[config.mk]
export PLATFORM = sky130hd
export DESIGN_NAME = inf_tx
export DESIGN_NICKNAME = d
export VERILOG_FILES = /design/src/rtl/inf_tx.sv
export SDC_FILE = /design/constraint.sdc
export NUM_CORES = 1
export LEC_CHECK = 0
export BUFFER_PORTS_ARGS = -buffer_cell sky130_fd_sc_hd__buf_2
export CAP_MARGIN = 20
export CORE_MARGIN = 2
export CORE_UTILIZATION = 61
export DETAILED_ROUTE_END_ITERATION = 8
export HOLD_SLACK_MARGIN = 0.05
export PLACE_DENSITY = 0.81
export SYNTH_ARGS = -nofsm -noshare
export SYNTH_HDL_FRONTEND = slang
export SYNTH_SLANG_ARGS = --single-unit
[constraint.sdc]
create_clock -name sys_clk -period 3.2 [get_ports sys_clk]
set_clock_uncertainty 0.2 [all_clocks]
set_input_delay 0.64 -clock sys_clk [delete_from_list [all_inputs] [get_ports sys_clk]]
set_output_delay 0.64 -clock sys_clk [all_outputs]
set_load 0.02 [all_outputs]
[src/rtl/inf_tx.sv]
// rtl/inf_tx.sv - NEC infrared transmitter: leader, 32 data bits, stop burst, repeat code, 38 kHz carrier.
// inf_env is active-low during bursts so it can be looped straight into the NEC receive path.
module inf_tx #(
  parameter int unsigned CNT_9MS    = 450000,
  parameter int unsigned CNT_4_5MS  = 225000,
  parameter int unsigned CNT_2_25MS = 112500,
  parameter int unsigned CNT_560US  = 28000,
  parameter int unsigned CNT_1_69MS = 84500,
  parameter int unsigned CNT_GAP    = 2000000,
  parameter int unsigned CAR_PERIOD = 1316,
  parameter int unsigned CAR_HIGH   = 439
) (
  input  logic       sys_clk,
  input  logic       sys_rst,
  input  logic       start,
  input  logic       rpt_start,
  input  logic [7:0] addr,
  input  logic [7:0] cmd,
  output logic       inf_env,
  output logic       inf_led,
  output logic       busy,
  output logic       done
);

  localparam int DW = 21;
  localparam int CW = 11;

  typedef enum logic [2:0] {
    IDLE, LEAD_BURST, LEAD_SPACE, BIT_BURST, BIT_SPACE, STOP_BURST, GAP
  } state_t;

  state_t          state_q, state_d;
  logic            mode_q, mode_d;   // 1 = repeat code
  logic [DW-1:0]   dur_q, dur_d, dur_last;
  logic [CW-1:0]   car_q, car_d;
  logic [5:0]      bit_q, bit_d;
  logic [31:0]     sr_q, sr_d;
  logic            env_q, env_d, led_q, led_d, busy_q, busy_d, done_q, done_d;
  logic            burst_d, phase_end;

  always_comb begin
    dur_last = DW'(CNT_560US - 1);
    case (state_q)
      LEAD_BURST: dur_last = DW'(CNT_9MS - 1);
      LEAD_SPACE: dur_last = mode_q ? DW'(CNT_2_25MS - 1) : DW'(CNT_4_5MS - 1);
      BIT_SPACE:  dur_last = sr_q[0] ? DW'(CNT_1_69MS - 1) : DW'(CNT_560US - 1);
      GAP:        dur_last = DW'(CNT_GAP - 1);
      default:    dur_last = DW'(CNT_560US - 1);
    endcase
  end

  assign phase_end = (dur_q == dur_last);

  always_comb begin
    state_d = state_q;
    mode_d  = mode_q;
    dur_d   = dur_q + DW'(1);
    bit_d   = bit_q;
    sr_d    = sr_q;
    done_d  = 1'b0;
    case (state_q)
      IDLE: begin
        dur_d = '0;
        if (start) begin
          sr_d    = {~cmd, cmd, ~addr, addr};
          mode_d  = 1'b0;
          bit_d   = '0;
          state_d = LEAD_BURST;
        end else if (rpt_start) begin
          mode_d  = 1'b1;
          bit_d   = '0;
          state_d = LEAD_BURST;
        end
      end
      default: begin
        if (phase_end) begin
          dur_d = '0;
          case (state_q)
            LEAD_BURST: state_d = LEAD_SPACE;
            LEAD_SPACE: state_d = mode_q ? STOP_BURST : BIT_BURST;
            BIT_BURST:  state_d = BIT_SPACE;
            BIT_SPACE: begin
              sr_d    = sr_q >> 1;
              bit_d   = bit_q + 6'd1;
              state_d = (bit_q == 6'd31) ? STOP_BURST : BIT_BURST;
            end
            STOP_BURST: state_d = GAP;
            GAP: begin
              state_d = IDLE;
              done_d  = 1'b1;
            end
            default:    state_d = IDLE;
          endcase
        end
      end
    endcase

    // Outputs are computed from the next state so they line up with state_q.
    burst_d = (state_d == LEAD_BURST) || (state_d == BIT_BURST) || (state_d == STOP_BURST);
    if (!burst_d || (state_d != state_q))
      car_d = '0;
    else if (car_q == CW'(CAR_PERIOD - 1))
      car_d = '0;
    else
      car_d = car_q + CW'(1);
    env_d  = ~burst_d;
    led_d  = burst_d && (car_d < CW'(CAR_HIGH));
    busy_d = (state_d != IDLE);
  end

  always_ff @(posedge sys_clk) begin
    if (sys_rst) begin
      state_q <= IDLE;
      mode_q  <= 1'b0;
      dur_q   <= '0;
      car_q   <= '0;
      bit_q   <= '0;
      sr_q    <= '0;
      env_q   <= 1'b1;
      led_q   <= 1'b0;
      busy_q  <= 1'b0;
      done_q  <= 1'b0;
    end else begin
      state_q <= state_d;
      mode_q  <= mode_d;
      dur_q   <= dur_d;
      car_q   <= car_d;
      bit_q   <= bit_d;
      sr_q    <= sr_d;
      env_q   <= env_d;
      led_q   <= led_d;
      busy_q  <= busy_d;
      done_q  <= done_d;
    end
  end

  assign inf_env = env_q;
  assign inf_led = led_q;
  assign busy    = busy_q;
  assign done    = done_q;

endmodule

==> flow_summary.ini, run 1 <==
[yosys]
ys_types = 67
yosysWarnings = 0
synth_area_um2 = 4230
ys_ff_latch = 78
synth_top_cell_by_area = dfxtp_1
synth_top_family_by_area = simple AND/OR/NAND/NOR gates
synth_area_leaders = dfxtp_1 (37%), nor2_1 (4.8%), xor2_1 (3.5%), o21ai_0 (3.3%), nand2_1 (3.3%)
async_reset_ff_share_pct = 0
synth_xor_area_share_pct = 6.21
syn_avg_cell_area_um2 = 8.25
yosys.area_share.adder_pct = 0.887
yosysTopAreaCellShare_pct = 36.9
synth_compound_gate_area_share_pct = 20.5
yosysSeqAreaShare_pct = 36.9
synthSimpleGateAreaFrac_pct = 26.0
syn_inst = 513
synth_ff_type = dfxtp_1
synth_nets = 536
synth_edf_count = 0
synth.area.mux_share_pct = 2.87

[layout]
n_antenna_cell = 0
area_delta_synth_final_pct = 7.04
nets = 538
fin_cells = 600
final_cell_mix = dfxtp_1 (75), nor2_1 (54), nand2_1 (37)
layout_commonest_cell = dfxtp_1
fillers = 577
drive_gt1_share_pct = 12.7

[sta]
slew_violations = 0
setup_tns_ps = 0
setup-violations-final = 0
layout_min_cycle_time_ps = 2910
finalHoldViolations = 0
setup_ws_ps = 287
fmax_mhz = 343
rsz0062_at_grt = false
finalCritPeriodShare_pct = 91.0
tightest_slew_ps = 810
whs_ps = 264
slew_headroom_pct = 46.0

[die]
rows = 30
die_h_um = 87.3
core-area_um2 = 6760
io-pin-count = 24
dieArea_um2 = 7620
die-width_um = 87.3
start_util_pct = 62.6

[detailed_routing]
vias = 3801
drtPass1Iterations = 6
wire_per_inst_um = 15.6
antenna_left = 0
drt-total-wl_um = 9360
drt_iter0_drc = 226
via_per_inst = 6.34
drcViolationCount = 0

[clock_network]
holdBufCountCts = 0
cts_buffers = 9
cts_resized = 0
cts_tree = built
ctsLongestPathBuffers = 2
htreeDepth = 3
numClockSinks = 78
insertion_delay_ps = 360
cts-root-buf = clkbuf_8
post_cts_buffers = 0
cts.clk_slew.worst_paths_ps = 90

[setup_path]
startpoint = state_q[2]$_SDFF_PP0_
cp-end-kind = flip-flop
required_ps = 3290
worstSetupStartpointType = flip-flop
path_max_fanout = 19
r2r-end = bit_q[5]$_SDFFE_PP0P_
arrival_ps = 3000
rr_worst_depth = 7
worstSetupPathType = flip-flop to flip-flop
r2r_setup_slack_ps = 290
crit_end = bit_q[5]$_SDFFE_PP0P_
regToRegStartpoint = state_q[2]$_SDFF_PP0_

[pwr]
p_leak_nw = 1.62
power.total_mw = 2.04
ir_worst_vdd_uv = 402
p_per_area_nw_per_um2 = 451

[placement]
gp_congestion = 0.931
port_buffers = 23
hpwl_um = 6400
placed_cells = 584
post-place-ws_ps = 67.6

[grt]
grt_max_degree = 46
grt_pass1_vias = 3342
grt_antenna_before_repair = 0
grt_first_pass_wirelength_um = 15600
grt_usage_pct = 25.5
overflow = 0

[min_path]
hold_class = flip-flop to flip-flop

[status]
status = completed

[run]
drv_cap = 0
[Yosys cell counts (13+ instances only)]
library cell / number
nand3_1: 27
xor2_1: 17
nand4_1: 14
inv_1: 17
xnor2_1: 13
nor2_1: 54
nand2_1: 37
dfxtp_1: 78
o21ai_0: 28
clkbuf_1: 23
a21oi_1: 15
nor3_1: 20
[per-layer routing]
metal  wire length, um  up-vias  track usage [%]
li1                  -     1880                -
met1              4240     1820             33.1
met2              4560       84             41.3
met3               399       17             6.92
met4               158        0             7.69
met5                 0        -                0
[critical path, stage by stage, from the launching register on]
cell      delay, ps
dfxtp_2         550
nand2b_1        200
nor3_1          240
o22ai_1         160
nor3b_1         420
nand4_4         350
or4_1           580
a21oi_1         140
[power by group]
part / internal, mW / leakage (nW) / switching (mW)
clock network: 0.292 / 0.0881 / 0.389
registers: 1.02 / 0.637 / 0.0415
logic: 0.117 / 0.899 / 0.179
[logic make-up (layout without fill, tap and decap cells)]
group | after synthesis | count (layout)
buf+inv | 61 | 68
compound gates | 120 | 120
fa+ha+maj | 3 | 3
xor+xnor | 30 | 30
flops | 78 | 78
simple gates | 209 | 209
mux | 12 | 12
[sequential cells by signal, summed over array words and instances, names as in the netlist]
signal,cells
sr_q,32
car_q,11
inf_led,1
state_q,3
busy,1
inf_env,1
bit_q,6
done,1
mode_q,1
dur_q,21
[per-stage QoR]
stage | utilization (%) | area, um^2
5_1_grt | 67.1 | 4530
6_report | 67.1 | 4530
4_1_cts | 67.0 | 4530
2_1_floorplan | - | 4230
3_5_place_dp | 64.3 | 4340
3_3_place_gp | 64.3 | 4340
[how the worst min path moves through the flow]
| stage | end | startpoint | depth (start not counted) |
|---|---|---|---|
| 5_1_grt | sr_q[12]$_SDFFE_PP0P_ | sr_q[12]$_SDFFE_PP0P_ | 2 |
| 6_report | sr_q[13]$_SDFFE_PP0P_ | sr_q[13]$_SDFFE_PP0P_ | 2 |
| 4_1_cts | sr_q[13]$_SDFFE_PP0P_ | sr_q[13]$_SDFFE_PP0P_ | 2 |
| 3_3_place_gp | sr_q[13]$_SDFFE_PP0P_ | sr_q[13]$_SDFFE_PP0P_ | 2 |
| 3_5_place_dp | sr_q[13]$_SDFFE_PP0P_ | sr_q[13]$_SDFFE_PP0P_ | 2 |
| 2_1_floorplan | dur_q[0]$_SDFF_PP0_ | dur_q[0]$_SDFF_PP0_ | 1 |
[cell type report]
type	count	area (um^2)	area share [%]
clock inverters	7	57.6	1.27
multi-input cells	374	2390	52.8
clock buffers	9	124	2.73
flip-flops and latches	78	1570	34.5
repair buffers	34	223	4.92
well taps	80	100	2.21
inverters	18	67.6	1.49
Note: power is estimated with default switching activity, not from simulation.
==> inputs of run 2 (changes only) <==
- ABC_AREA: unset -> 1
==> run 2 against run 1 <==
  * Largest cell class unchanged
  * Via count grew 7.7%
  * Critical endpoint is now sr_q[9]$_SDFFE_PP0P_
  * Worst setup slack worse by 58 ps
  * Hold slack better by 5.3 ps
  * Highest routed layer unchanged
  * Clock-buffer cell count increased by 3
  * Combinational power fell by 5%
==> flow_summary.ini, run 2 <==
[yosys]
syn_inst = 622
synth_area_leaders = dfxtp_1 (36%), nand2_1 (11%), nor2_1 (7.3%), nand3_1 (6.4%), inv_1 (5.2%)
synth_ff_type = dfxtp_1
syn_avg_cell_area_um2 = 6.99
synth_top_cell_by_area = dfxtp_1
yosysSeqAreaShare_pct = 35.9
ys_ff_latch = 78
synth_nets = 645
synth_edf_count = 0
yosysTopAreaCellShare_pct = 35.9
synth_area_um2 = 4350
ys_types = 42
yosysWarnings = 0
ys_top_cells_by_count = nand2_1 (133), nor2_1 (85), dfxtp_1 (78)
synthMostInstantiatedCell = nand2_1
async_reset_ff_share_pct = 0

[setup_path]
worstSetupStartpointType = flip-flop
arrival_ps = 3050
required_ps = 3280
cp-end-kind = flip-flop
path_max_fanout = 25
worstSetupPathType = flip-flop to flip-flop

[layout]
largest_reg_flops = 32
n_antenna_cell = 0
final_cell_mix = nand2_1 (132), nor2_1 (83), dfxtp_1 (75)
nets = 668
layout_commonest_cell = nand2_1
area_delta_synth_final_pct = 9.67
top_regs = sr_q (32), dur_q (21), car_q (11)
top_register = sr_q
drive_gt1_share_pct = 15.3

[sta]
rsz0062_at_grt = false
slew_violations = 0
tightest_slew_ps = 750
finalHoldViolations = 0
finalCritPeriodShare_pct = 92.9
setup-violations-final = 0
whs_ps = 269
fmax_mhz = 337
setup_tns_ps = 0
layout_min_cycle_time_ps = 2970
slew_headroom_pct = 49.5

[die]
die-width_um = 88.4
start_util_pct = 63.6
dieArea_um2 = 7810
die_h_um = 88.4
core-area_um2 = 6830
rows = 30
io-pin-count = 24

[status]
status = completed

[run]
drv_cap = 0

[pwr]
p_leak_nw = 1.86
power.switching_mw = 0.564
switching_share_pct = 27.4
ir_worst_vdd_uv = 276
power.total_mw = 2.06
p_clk_share_pct = 35.6
p_int_mw = 1.49
power_frac_seq_pct = 50.8
p_per_area_nw_per_um2 = 432
pwr-share-comb_pct = 13.7

[clock_network]
insertion_delay_ps = 350
htreeDepth = 3
ctsLongestPathBuffers = 2
cts_buffers = 9
cts.clk_slew.worst_paths_ps = 80
cts_tree = built
numClockSinks = 78
cts-root-buf = clkbuf_8

[detailed_routing]
drt-total-wl_um = 10100
vias = 4092
drtPass1Iterations = 5
antenna_left = 0
wire_per_inst_um = 13.5
drt_iter0_drc = 303
via_per_inst = 5.49
drcViolationCount = 0

[min_path]
hold_class = flip-flop to flip-flop

[grt]
grt_first_pass_wirelength_um = 17100
grt_antenna_before_repair = 0
overflow = 0
grt_usage_pct = 28.0
grt_max_degree = 34
grt_pass1_vias = 3700

[placement]
hpwl_um = 7430
port_buffers = 23
gp_congestion = 1.01
run 2: cell count changes after synthesis, sizes merged, moves of 7 or more:
cell    before  now
o41ai        7    0
o21ai       28   43
xnor2       13    2
buf         20   12
nand3       27   60
a31oi        3   16
mux2i       11    0
o31ai       11    3
nand2       37  137
inv         18   65
nor2        55   91
clkbuf      23   11
a311oi      10    0
o311a        8    0
run 2: per-layer routing:
layer	GRT usage (%)	vias to the layer above	wire, um
met3	5.97	17	491
met4	7.85	0	154
li1	-	2100	-
met1	36.8	1875	4610
met2	46.5	100	4830
met5	0	-	0
run 2: area by class of cell:
type,instances,area [um^2]
repair buffers,35,230
well taps,96,120
clock buffers,12,145
flip-flops and latches,78,1570
multi-input cells,455,2410
fillers,612,2070
inverters,66,249
clock inverters,3,43.8
run 2: final timing paths:
path | start | endpoint | slack, ps | depth (start not counted)
max reg2reg | state_q[0]$_SDFF_PP0_ | sr_q[9]$_SDFFE_PP0P_ | 230 | 17
min reg2reg | sr_q[23]$_SDFFE_PP0P_ | sr_q[23]$_SDFFE_PP0P_ | 270 | 2
min | sr_q[23]$_SDFFE_PP0P_ | sr_q[23]$_SDFFE_PP0P_ | 270 | 2
max | state_q[0]$_SDFF_PP0_ | sr_q[9]$_SDFFE_PP0P_ | 230 | 17
run 2: power groups by stage:
| stage | sequential, mW | combinational, mW | clock (mW) |
|---|---|---|---|
| 2_1_floorplan | 1.06 | 0.211 | 0 |
| 3_3_place_gp | 1.06 | 0.269 | 0 |
| 3_5_place_dp | 1.07 | 0.278 | 0 |
| 4_1_cts | 1.04 | 0.280 | 0.748 |
| 5_1_grt | 1.05 | 0.315 | 0.786 |
| 6_report | 1.04 | 0.281 | 0.732 |
run 2: logic make-up after synthesis:
| family | count (synthesis) | share of synthesized area [%] |
|---|---|---|
| and+or+nand+nor | 330 | 34.2 |
| adders and majority gates | 3 | 0.864 |
| xor gates and xnor gates | 24 | 5.01 |
| AOI/OAI and AO/OA | 98 | 15.0 |
| DFF | 78 | 35.9 |
| buffers and inverters | 89 | 8.95 |
run 2: metrics by stage:
step | setup WS (ps) | std cells | util [%] | area [um^2]
after floorplan | 770 | 622 | - | 4350
after global routing | 13.9 | 745 | 69.8 | 4770
final | 228 | 745 | 69.8 | 4770
after global placement | 218 | 730 | 66.7 | 4560
after CTS | 108 | 745 | 69.5 | 4750
after detailed placement | 131 | 730 | 66.7 | 4560
run 2: what timing repair did:
item                       4_1_cts  5_1_grt
hold buffers                     0        0
setup buffers                    0        0
setup endpoints to repair        0       45
resized for setup                0        7
run 2: worst max-delay path, cell delays in order, from the launching register on:
cell      delay, ps
dfxtp_2         380
nor2_2          230
nand3_2         180
buf_4           210
nand3_1         110
nand2_1          90
nor2_1          150
nand3_1         110
nor2_2          150
nand2_2         130
nand2_2         100
nand2_2          70
inv_2            80
o21ai_2          70
clkinv_2        200
buf_12          200
nor2_1           80
a211oi_2        140
==> inputs of run 3 (changes only) <==
- CELL_PAD_IN_SITES_DETAIL_PLACEMENT: unset -> 0
- CELL_PAD_IN_SITES_GLOBAL_PLACEMENT: unset -> 1
- CORE_UTILIZATION: 61 -> 44
- GPL_TIMING_DRIVEN: unset -> 0
- PLACE_DENSITY: 0.81 -> unset
- PLACE_DENSITY_LB_ADDON: unset -> 0.1
==> run 3 against run 2 <==
  * Hold slack worse by 12 ps
  * First-iteration DRC count down 22%
  * Sequential cell count unchanged
  * Clock-buffer cell count down 1
  * Worst setup slack better by 59 ps
  * Sequential share of layout area down 0.98 points
  * Non-clock buffer count up 10
  * Critical endpoint is now sr_q[5]$_SDFFE_PP0P_
  * Largest power group unchanged
  * Highest routed layer unchanged
==> flow_summary.ini, run 3 (synthesized netlist as in run 2, its figures left out) <==
[detailed_routing]
antenna_left = 0
vias = 4032
via_per_inst = 5.08
drtPass1Iterations = 4
drt_iter0_drc = 235
drcViolationCount = 0
wire_per_inst_um = 13.9
drt-total-wl_um = 11000

[layout]
layout_commonest_cell = nand2_1
nets = 678
fin_cells = 793
postLayoutCoreUtil_pct = 50.6
drive_gt1_share_pct = 14.7
top_register = sr_q
largest_reg_flops = 32
top_regs = sr_q (32), dur_q (21), car_q (11)
final_cell_mix = nand2_1 (132), nor2_1 (85), dfxtp_1 (77)
n_antenna_cell = 0
area_delta_synth_final_pct = 12.9

[clock_network]
htreeDepth = 3
cts.clk_slew.worst_paths_ps = 80
insertion_delay_ps = 360
numClockSinks = 78
ctsLongestPathBuffers = 2
holdBufCountCts = 0
cts_buffers = 9
cts-root-buf = clkbuf_8
cts_tree = built

[grt]
overflow = 0
grt_first_pass_wirelength_um = 19100
grt_pass1_vias = 3987
grt_antenna_before_repair = 0
grt_usage_pct = 22.9
grt_max_degree = 14

[pwr]
ir_worst_vdd_uv = 241
p_per_area_nw_per_um2 = 464
pwr-share-comb_pct = 13.0
power.switching_mw = 0.598
power_frac_seq_pct = 45.9
p_clk_share_pct = 41.1
p_int_mw = 1.68
p_leak_nw = 1.89
switching_share_pct = 26.3

[sta]
finalCritPeriodShare_pct = 91.0
finalHoldViolations = 0
slew_violations = 0
setup-violations-final = 0
rsz0062_at_grt = false
fmax_mhz = 343
slew_headroom_pct = 46.0
setup_tns_ps = 0
tightest_slew_ps = 803
layout_min_cycle_time_ps = 2910

[placement]
hpwl_um = 8290
placed_cells = 777
port_buffers = 22
gp_congestion = 0.863

[setup_path]
arrival_ps = 2940
worstSetupPathType = flip-flop to flip-flop
cp-end-kind = flip-flop
required_ps = 3230
path_max_fanout = 10
worstSetupStartpointType = flip-flop

[die]
io-pin-count = 24
start_util_pct = 44.9
core-area_um2 = 9680
die_h_um = 103
dieArea_um2 = 10700
rows = 36
die-width_um = 103

[status]
status = completed

[min_path]
hold_class = flip-flop to flip-flop

[run]
drv_cap = 0
run 3: cell types whose count changed in the layout (fill, tap and decap cells not counted), sizes merged:
cell	previous run	this run
buf	35	34
bufinv	1	3
clkbuf	12	22
run 3: metal layers:
layer	vias to the layer above	track usage (%)	share of wire, %
met4	0	7.19	1.1
met3	10	4.17	3.2
li1	2119	-	-
met5	-	0	0
met2	66	36.1	45
met1	1837	31.7	51
run 3: area by class of cell:
type	instances	area, um^2
Inverter	66	249
Tap cell	133	166
Buffer	23	140
Fill cell	1003	4780
Multi-Input combinational cell	455	2420
Timing Repair Buffer	22	110
Clock buffer	11	151
Sequential cell	78	1560
Clock inverter	5	104
run 3: path summary, 6_finish.rpt:
path	startpoint	to	slack, ps	cells past startpoint
min reg2reg	dur_q[0]$_SDFF_PP0_	dur_q[0]$_SDFF_PP0_	260	1
max	state_q[2]$_SDFF_PP0_	sr_q[5]$_SDFFE_PP0P_	290	17
min	dur_q[0]$_SDFF_PP0_	dur_q[0]$_SDFF_PP0_	260	1
max reg2reg	state_q[2]$_SDFF_PP0_	sr_q[5]$_SDFFE_PP0P_	290	17
run 3: through the flow:
| step | power (mW) | setup WS [ps] | hold WS [ps] | instance area (um^2) |
|---|---|---|---|---|
| 6_report | 2.27 | 288 | 257 | 4900 |
| 5_1_grt | 2.39 | 7.81 | 280 | 4900 |
| 4_1_cts | 2.29 | 217 | 259 | 4880 |
| 3_5_place_dp | 1.36 | 253 | 239 | 4620 |
| 3_3_place_gp | 1.35 | 259 | 229 | 4620 |
| 2_1_floorplan | 1.27 | 770 | 218 | 4350 |
run 3: worst max-delay path: stages, from the launching register on:
cell and delay [ps]:
dfxtp_1 320, buf_4 170, inv_2 120, nand4_2 200, nand3_1 170, nor2_1 160, nand2_1 70, nand2_1 110
nand2_1 70, nor2_2 210, nand2_2 140, nand2_2 120, nand2_2 90, inv_2 90, o21ai_2 80, clkinv_2 100
buf_2 240, a31oi_1 110
run 3: timing repair:
| action | in CTS | in global routing |
|---|---|---|
| setup buffers | 0 | 0 |
| endpoints found under the setup margin | 0 | 9 |
| hold endpoints to repair | 0 | 0 |
| gates resized for setup | 0 | 7 |
run 3: power groups by stage:
stage               combinational, mW  clock, mW  sequential, mW
CTS                             0.294      0.958            1.04
finish                          0.296      0.935            1.04
floorplan                       0.211          0            1.06
global route                    0.335       1.00            1.05
global placement                0.287          0            1.06
detailed placement              0.292          0            1.07
